--- src/rtl/prince_sbox_cms_ctrl.sv ---
// Nibble-serial sequencer feeding one shared pipelined CMS PRINCE S-box and writing results back in place.
// Optional inverse-S-box selection is enabled with `define PRINCE_SBOX_CTRL_INV_EN.
module prince_sbox_cms_ctrl #(
   parameter int SHARES  = 3,
   parameter int LATENCY = 2   // S-box pipeline depth, legal range 1..4
) (
   input  logic                   clk,
   input  logic                   rst,
   input  logic                   in_valid,
   output logic                   in_ready,
   input  logic [64*SHARES-1:0]   in_data,
`ifdef PRINCE_SBOX_CTRL_INV_EN
   input  logic                   in_inv,
`endif
   output logic                   out_valid,
   input  logic                   out_ready,
   output logic [64*SHARES-1:0]   out_data,
   output logic                   busy,
   output logic [4*SHARES-1:0]    sbox_in,
   output logic                   sbox_in_valid,
`ifdef PRINCE_SBOX_CTRL_INV_EN
   output logic                   sbox_inv,
`endif
   input  logic [4*SHARES-1:0]    sbox_out
);

   typedef enum logic [1:0] {IDLE, FEED, DRAIN, DONE} state_t;

   state_t                 state_reg, state_next;
   logic [64*SHARES-1:0]   data_reg;
   logic [3:0]             feed_cnt_reg;
   logic [4:0]             cap_cnt_reg;
   logic [LATENCY-1:0]     vld_pipe_reg;
   logic                   accept;
   logic                   cap_en;

   assign accept = in_valid & in_ready;
   // The tracked valid bit lines up with the S-box result of the same nibble.
   assign cap_en = vld_pipe_reg[LATENCY-1];

   always_comb begin
      state_next = state_reg;
      case (state_reg)
         IDLE:    if (accept) state_next = FEED;
         FEED:    if (feed_cnt_reg == 4'd15) state_next = DRAIN;
         DRAIN:   if (cap_en && cap_cnt_reg == 5'd15) state_next = DONE;
         DONE:    if (out_ready) state_next = IDLE;
         default: state_next = IDLE;
      endcase
   end

   assign in_ready      = (state_reg == IDLE) & ~rst;
   assign busy          = (state_reg != IDLE);
   assign out_valid     = (state_reg == DONE);
   assign out_data      = data_reg;
   assign sbox_in_valid = (state_reg == FEED);

   // Read nibble feed_cnt of each share; the bus is zeroed when not feeding.
   for (genvar gi = 0; gi < SHARES; gi++) begin : g_feed
      assign sbox_in[4*gi +: 4] = sbox_in_valid ? data_reg[64*gi + 4*feed_cnt_reg +: 4] : 4'd0;
   end

   always_ff @(posedge clk or posedge rst) begin
      if (rst) begin
         state_reg    <= IDLE;
         data_reg     <= '0;
         feed_cnt_reg <= 4'd0;
         cap_cnt_reg  <= 5'd0;
         vld_pipe_reg <= '0;
      end else begin
         state_reg       <= state_next;
         vld_pipe_reg[0] <= sbox_in_valid;
         for (int k = 1; k < LATENCY; k++) begin
            vld_pipe_reg[k] <= vld_pipe_reg[k-1];
         end
         if (accept) begin
            data_reg     <= in_data;
            feed_cnt_reg <= 4'd0;
            cap_cnt_reg  <= 5'd0;
         end else begin
            if (state_reg == FEED && feed_cnt_reg != 4'd15) begin
               feed_cnt_reg <= feed_cnt_reg + 4'd1;
            end
            // Write-back index always trails the read index, so in-place update is safe.
            if (cap_en) begin
               for (int s = 0; s < SHARES; s++) begin
                  data_reg[64*s + 4*cap_cnt_reg[3:0] +: 4] <= sbox_out[4*s +: 4];
               end
               cap_cnt_reg <= cap_cnt_reg + 5'd1;
            end
         end
      end
   end

`ifdef PRINCE_SBOX_CTRL_INV_EN
   logic inv_reg;

   always_ff @(posedge clk or posedge rst) begin
      if (rst) begin
         inv_reg <= 1'b0;
      end else if (accept) begin
         inv_reg <= in_inv;
      end
   end

   assign sbox_inv = inv_reg & busy;
`endif

endmodule

--- config.mk ---
export PLATFORM = sky130hd
export DESIGN_NAME = prince_sbox_cms_ctrl
export DESIGN_NICKNAME = d
export VERILOG_FILES = /design/src/rtl/prince_sbox_cms_ctrl.sv
export SDC_FILE = /design/constraint.sdc
export NUM_CORES = 1
export LEC_CHECK = 0
export CAP_MARGIN = 10
export CORE_MARGIN = 3
export CORE_UTILIZATION = 52
export CTS_CLUSTER_DIAMETER = 100
export CTS_CLUSTER_SIZE = 25
export DETAILED_ROUTE_END_ITERATION = 12
export HOLD_SLACK_MARGIN = 0.05
export PLACE_DENSITY = 0.87
export SKIP_CTS_REPAIR_TIMING = 1
export SLEW_MARGIN = 15
export SYNTH_ARGS = -nofsm -noshare
export SYNTH_HDL_FRONTEND = slang
export SYNTH_SLANG_ARGS = --single-unit
--- constraint.sdc ---
create_clock -name clk -period 18 [get_ports clk]
set_clock_uncertainty 0.05 [all_clocks]
set_input_delay 5.4 -clock clk [delete_from_list [all_inputs] [get_ports clk]]
set_output_delay 5.4 -clock clk [all_outputs]
set_load 0.005 [all_outputs]
==> reports/metrics.csv, run 1 <==
metric,value,unit
route.detailed.vias_per_inst,7.15,
floorplan.initialDensity,53.1,%
critical_path_arrival,6.57,ns
layout-area-overhead-vs-synth,32.9,%
leakagePower,7.16,nW
tritoncts,yes,
syn_inst,1473,
timing.critical_path.slowest_stage_cell,clkdlybuf4s50_1,
power_density,46.7,mW/mm^2
synth.avg_cell_area,9.46,um^2
die-width,170,um
final_min_period_over_clock_period,66.8,%
synth_compound_gate_area_share,21.5,%
crit_path_start_kind,input pin,
grt_util_all_layers,42.9,%
number_of_max_capacitance_violations_reported,0,
timing.rr.start,cap_cnt_reg[1],
dp_cells,2122,
finalMaxSlewViolations,0,
grt.overflow.total,0,
dp.final_hpwl,47600,um
proportion_of_synthesized_area_in_mux_cells,16.5,%
cp_max_fo,4,
clock-root-buffer,clkbuf_16,
largest_reg_flops,192,
grt_antenna_before_repair,1,
synth_enable_flop_cells,0,
setup.worst_path.end_class,output pin,
timing.setup.tns,0,ns
min-delay-start,vld_pipe_reg[0],
synthArstFlopShare,100,%
most_used_cells_in_the_layout_excluding_fill_and_tap_cells,"clkdlybuf4s50_1 (415), dfrtp_1 (203), nand2_1 (177)",
max-vdd-ir-drop,0.0610,mV
vias,15300,
worst_skew_pair.late_latency,0.49,ns
drt-initial-drc-count,2514,
critPathMaxStageDelay,0.53,ns
commonest_non_fill_non_tap_cell_in_the_layout,clkdlybuf4s50_1,
worstPathCellList,clkdlybuf4s50_1 > nor2_1 > clkdlybuf4s50_1,
routed_wire_length_per_instance,30.0,um
placement_rows,59,
synth_simple_gate_area_share,18.8,%
slew_headroom,17.6,%
gpl.final_weighted_congestion,1.03,
synth.ff_latch_count,205,
timing.critical_path.required,12.55,ns
cts_htree_levels,1,
synthAdderAreaFrac,1.35,%
grt_first_pass_wirelength,93500,um
antenna_left,0,
placeableCoreArea,0.0262,mm^2
synth-xor-area-share,0.377,%
yosys_warnings,0,
buffer_ports.inserted,415,
worst-slew-pin-transition,1.24,ns
worstSetupPathType,in -> out,
fmax,83.2,MHz
worst_path_most_repeated_cell,clkdlybuf4s50_1,
finalHoldViolCount,0,
synth_unique_cells,98,
synth.net_count,1696,
drcViolationCount,0,
finalWirelength,64200,um
finalSetupViolCount,0,
finish.utilization,70.7,%
synth.cell_area,0.0139,mm^2
synth.yosys.seq_area_share,36.8,%
die-height,170,um
cts_inserted_buffers,12,
largest_net_degree_at_the_start_of_global_routing,129,
clock_path_buffers,3,
startpoint,rst,
main_combinational_cell_family_by_area_after_synthesis,compound AO/OA/AOI/OAI gates,
post_layout_min_period,12.02,ns
fin_cells,2140,
sinks_on_clock_net,205,
die_area,0.0288,mm^2
worstHoldPathType,reg -> reg,
fin_total_pwr,0.864,mW
run_status,"complete, no violations",
via_count_of_the_first_global_routing_pass,14800,
finalNetCount,2024,
first_pass_iters,8,
grt_setup_unrepaired,false,
worst_setup_hold_path_clk_slew,0.10,ns
ys_dominant_reg_cell,dfrtp_1,
io-pin-count,416,
post_route_cells_drive_above_1_share,11.6,%
## final timing paths
check	end	slack, ns	cells past startpoint
min reg2reg	vld_pipe_reg[1]	0.31	0
max reg2reg	out_data[125]	13.47	9
min in group asynchronous	out_data[0]	5.51	2
max	in_ready	5.98	3
min	vld_pipe_reg[1]	0.31	0
max in group asynchronous	feed_cnt_reg[0]	10.64	3
## worst max-delay path, delay by kind of cell
kind,cells,cell delay (ns)
AND/OR/NAND/NOR,1,0.13
buffers and inverters,2,1.04
## layout make-up
class | instances | area, um^2
repair buffers | 436 | 4310
diodes | 2 | 5.00
inverters | 26 | 105
clock buffers | 14 | 329
flip-flops and latches | 205 | 5130
clock inverters | 2 | 46.3
multi-input cells | 1120 | 8170
fillers | 1978 | 7690
well taps | 335 | 419
## synthesized netlist by cell type, drive strengths merged, types with 21 or more instances
cell      n  area share (%)
dfrtp   205              37
a21oi    85             3.2
mux4     60             9.7
inv      26            0.70
nand2   180             5.0
nand3    50             1.8
and2     21            0.94
clkbuf   66             1.9
nor2    124             3.4
a32oi    21             1.3
o21ai   104             4.0
mux2     58             4.7
buf      56             2.1
mux2i    29             2.1
o211ai   25             1.4
nor3     37             1.5
## stage by stage
step / setup WS [ns] / hold WS, ns / instance area (um^2)
2_1_floorplan: 6.95 / 0.281 / 13900
3_3_place_gp: 5.96 / 0.282 / 18100
3_5_place_dp: 5.97 / 0.286 / 18100
4_1_cts: 5.97 / 0.308 / 18500
5_1_grt: 5.92 / 0.312 / 18500
6_report: 5.98 / 0.310 / 18500
## power breakdown
group | switching (mW) | internal (mW)
Sequential | 0.00246 | 0.462
Clock | 0.168 | 0.148
Combinational | 0.0341 | 0.0492
Total | 0.205 | 0.660
## cells by family (layout without fill, tap and decap cells)
kind of cell,after synthesis,in the layout
other,0,2
AND/OR/NAND/NOR,526,526
AO/OA/AOI/OAI,426,426
adder cells (fa/ha/maj),15,15
multiplexers,147,147
buffers and inverters,148,478
XOR/XNOR,6,6
flip-flops,205,205
## routing by layer
layer	up-vias	share of wire, %	global-route usage, %
met2	1476	45	66.9
met5	-	0.026	0
met1	7338	35	55.4
met3	283	14	11.3
met4	2	6.3	22.3
li1	6204	-	-
Note: power is estimated with default switching activity, not from simulation.
==> run 2: changes to the inputs <==
--- a/config.mk
+++ b/config.mk
@@ -7,12 +7,12 @@
 export LEC_CHECK = 0
 export CAP_MARGIN = 10
 export CORE_MARGIN = 3
-export CORE_UTILIZATION = 52
+export CORE_UTILIZATION = 49
 export CTS_CLUSTER_DIAMETER = 100
 export CTS_CLUSTER_SIZE = 25
 export DETAILED_ROUTE_END_ITERATION = 12
 export HOLD_SLACK_MARGIN = 0.05
-export PLACE_DENSITY = 0.87
+export PLACE_DENSITY = 0.83
 export SKIP_CTS_REPAIR_TIMING = 1
 export SLEW_MARGIN = 15
 export SYNTH_ARGS = -nofsm -noshare
==> constraint.sdc (replaced) <==
create_clock -name clk -period 11.3 [get_ports clk]
set_clock_uncertainty 0.05 [all_clocks]
set_input_delay 3.39 -clock clk [delete_from_list [all_inputs] [get_ports clk]]
set_output_delay 3.39 -clock clk [all_outputs]
set_load 0.005 [all_outputs]
==> run 2 against run 1 <==
  * Count of clock-buffer cells in the layout stayed put
  * Global-route usage decreased by 1.7 points
  * Die area increased by 5.9%
  * Utilization shrank 4.2 points
  * Via count is 2.2% lower
  * Sequential share of layout area fell by 0.092 points
  * Worst hold slack worse by 0.0030 ns
  * Sequential power is 59% higher
  * Design area rose by 0.33%
  * Clock power increased by 52%
  * Largest cell class unchanged
  * Total power rose by 57%
==> reports/metrics.csv, run 2 (synthesis results as in run 1) <==
metric,value,unit,change
run_status,"complete, no violations",,unchanged
cts_htree_levels,1,,unchanged
timing.setup.tns,0,ns,unchanged
finalMaxSlewViolations,0,,unchanged
grt_util_all_layers,41.3,%,was 42.9%
tritoncts,yes,,unchanged
leakagePower,7.16,nW,about the same
via_count_of_the_first_global_routing_pass,14700,,was 14800
placement_rows,61,,was 59
worstSetupPathType,in -> out,,unchanged
final_min_period_over_clock_period,70.9,%,
drt-initial-drc-count,1996,,was 2514
floorplan.initialDensity,49.9,%,was 53.1%
worstHoldPathType,reg -> reg,,unchanged
largest_reg_flops,192,,unchanged
clock-root-buffer,clkbuf_16,,unchanged
post_route_cells_drive_above_1_share,11.8,%,was 11.6%
timing.hold.worst_path_depth,0,,unchanged
vias,15000,,was 15300
drcViolationCount,0,,unchanged
antenna_left,0,,unchanged
max-vdd-ir-drop,0.0862,mV,was 0.0610 mV
finalHoldViolCount,0,,unchanged
worst_skew_pair.late_latency,0.49,ns,about the same
worst_r2r_endpoint,out_data[125],,unchanged
dp.final_hpwl,48400,um,was 47600 um
first_pass_iters,6,,was 8
cp_max_fo,4,,unchanged
crit_path_start_kind,input pin,,unchanged
post_layout_min_period,8.01,ns,
critical_path_arrival,4.57,ns,was 6.57 ns
commonest_non_fill_non_tap_cell_in_the_layout,clkdlybuf4s50_1,,unchanged
die-width,175,um,was 170 um
r2r_setup_slack,6.73,ns,was 13.47 ns
setup_ws,3.29,ns,was 5.98 ns
routed_wire_length_per_instance,29.7,um,was 30.0 um
finalWirelength,65000,um,was 64200 um
slew_headroom,22.3,%,was 17.6%
finalNetCount,2027,,was 2024
timing.rr.start,cap_cnt_reg[1],,unchanged
ff2ff_path_depth,9,,unchanged
finalSetupViolCount,0,,unchanged
sinks_on_clock_net,205,,unchanged
die_area,0.0305,mm^2,was 0.0288 mm^2
die-height,175,um,was 170 um
io-pin-count,416,,unchanged
min_to,vld_pipe_reg[1],,unchanged
setup.worst_path.end_class,output pin,,unchanged
route.detailed.vias_per_inst,6.85,,was 7.15
grt_first_pass_wirelength,95200,um,was 93500 um
fmax,125,MHz,
clock_path_buffers,3,,unchanged
finish.utilization,66.5,%,was 70.7%
gpl.final_weighted_congestion,1.03,,about the same
grt_antenna_before_repair,3,,was 1
worst_setup_hold_path_clk_slew,0.10,ns,about the same
power_density,72.9,mW/mm^2,was 46.7 mW/mm^2
buffer_ports.inserted,415,,unchanged
worst-slew-pin-transition,1.16,ns,was 1.24 ns
min-delay-start,vld_pipe_reg[0],,unchanged
timing.critical_path.required,7.86,ns,was 12.55 ns
placeableCoreArea,0.0279,mm^2,was 0.0262 mm^2
most_used_cells_in_the_layout_excluding_fill_and_tap_cells,"clkdlybuf4s50_1 (415), dfrtp_1 (203), nand2_1 (177)",,unchanged
grt.overflow.total,0,,unchanged
grt_setup_unrepaired,false,,unchanged
cts_inserted_buffers,12,,unchanged
largest_net_degree_at_the_start_of_global_routing,196,,was 129
layout-area-overhead-vs-synth,33.4,%,was 32.9%
pre_cts_ws,3.29,ns,was 5.97 ns
number_of_max_capacitance_violations_reported,0,,unchanged
## run 2: worst max-delay path by stage
stage,depth (start not counted),end,start
after floorplan,1,cap_cnt_reg[0],rst
after global placement,3,in_ready,rst
after detailed placement,3,in_ready,rst
after CTS,3,in_ready,rst
after global routing,3,in_ready,rst
final,3,in_ready,rst
## run 2: routing by layer
| metal | GRT usage, % | vias up | routed length (um) |
|---|---|---|---|
| met1 | 54.3 | 7271 | 23800 |
| met4 | 17.9 | 4 | 3250 |
| met5 | 0 | - | 29 |
| met3 | 11.3 | 210 | 8660 |
| li1 | - | 6209 | - |
| met2 | 64.5 | 1265 | 29300 |
## run 2: final cells by class
type / count / area (um^2)
Tap cell: 378 / 473
Inverter: 26 / 105
Timing Repair Buffer: 439 / 4350
Clock inverter: 2 / 23.8
Fill cell: 2308 / 9360
Sequential cell: 205 / 5130
Multi-Input combinational cell: 1120 / 8160
Clock buffer: 14 / 329
Antenna cell: 1 / 2.50
## run 2: power by group
part / leakage [nW] / internal [mW] / switching (mW)
clock: 0.169 / 0.213 / 0.265
combinational: 4.29 / 0.0796 / 0.0563
sequential: 2.70 / 0.737 / 0.00390
total: 7.16 / 1.03 / 0.326
## run 2: per-stage QoR
stage / instances / hold WS [ns] / area, um^2 / total power [mW]
2_1_floorplan: 1473 / 0.281 / 13900 / 0.782
3_5_place_dp: 2168 / 0.286 / 18200 / 0.888
3_3_place_gp: 2168 / 0.283 / 18200 / 0.888
6_report: 2185 / 0.307 / 18600 / 1.36
5_1_grt: 2185 / 0.331 / 18600 / 1.38
4_1_cts: 2184 / 0.309 / 18600 / 1.35
## run 2: worst max-delay path, stage by stage
cell and delay [ns]:
clkdlybuf4s50_1 0.54, nor2_1 0.13, clkdlybuf4s50_1 0.51
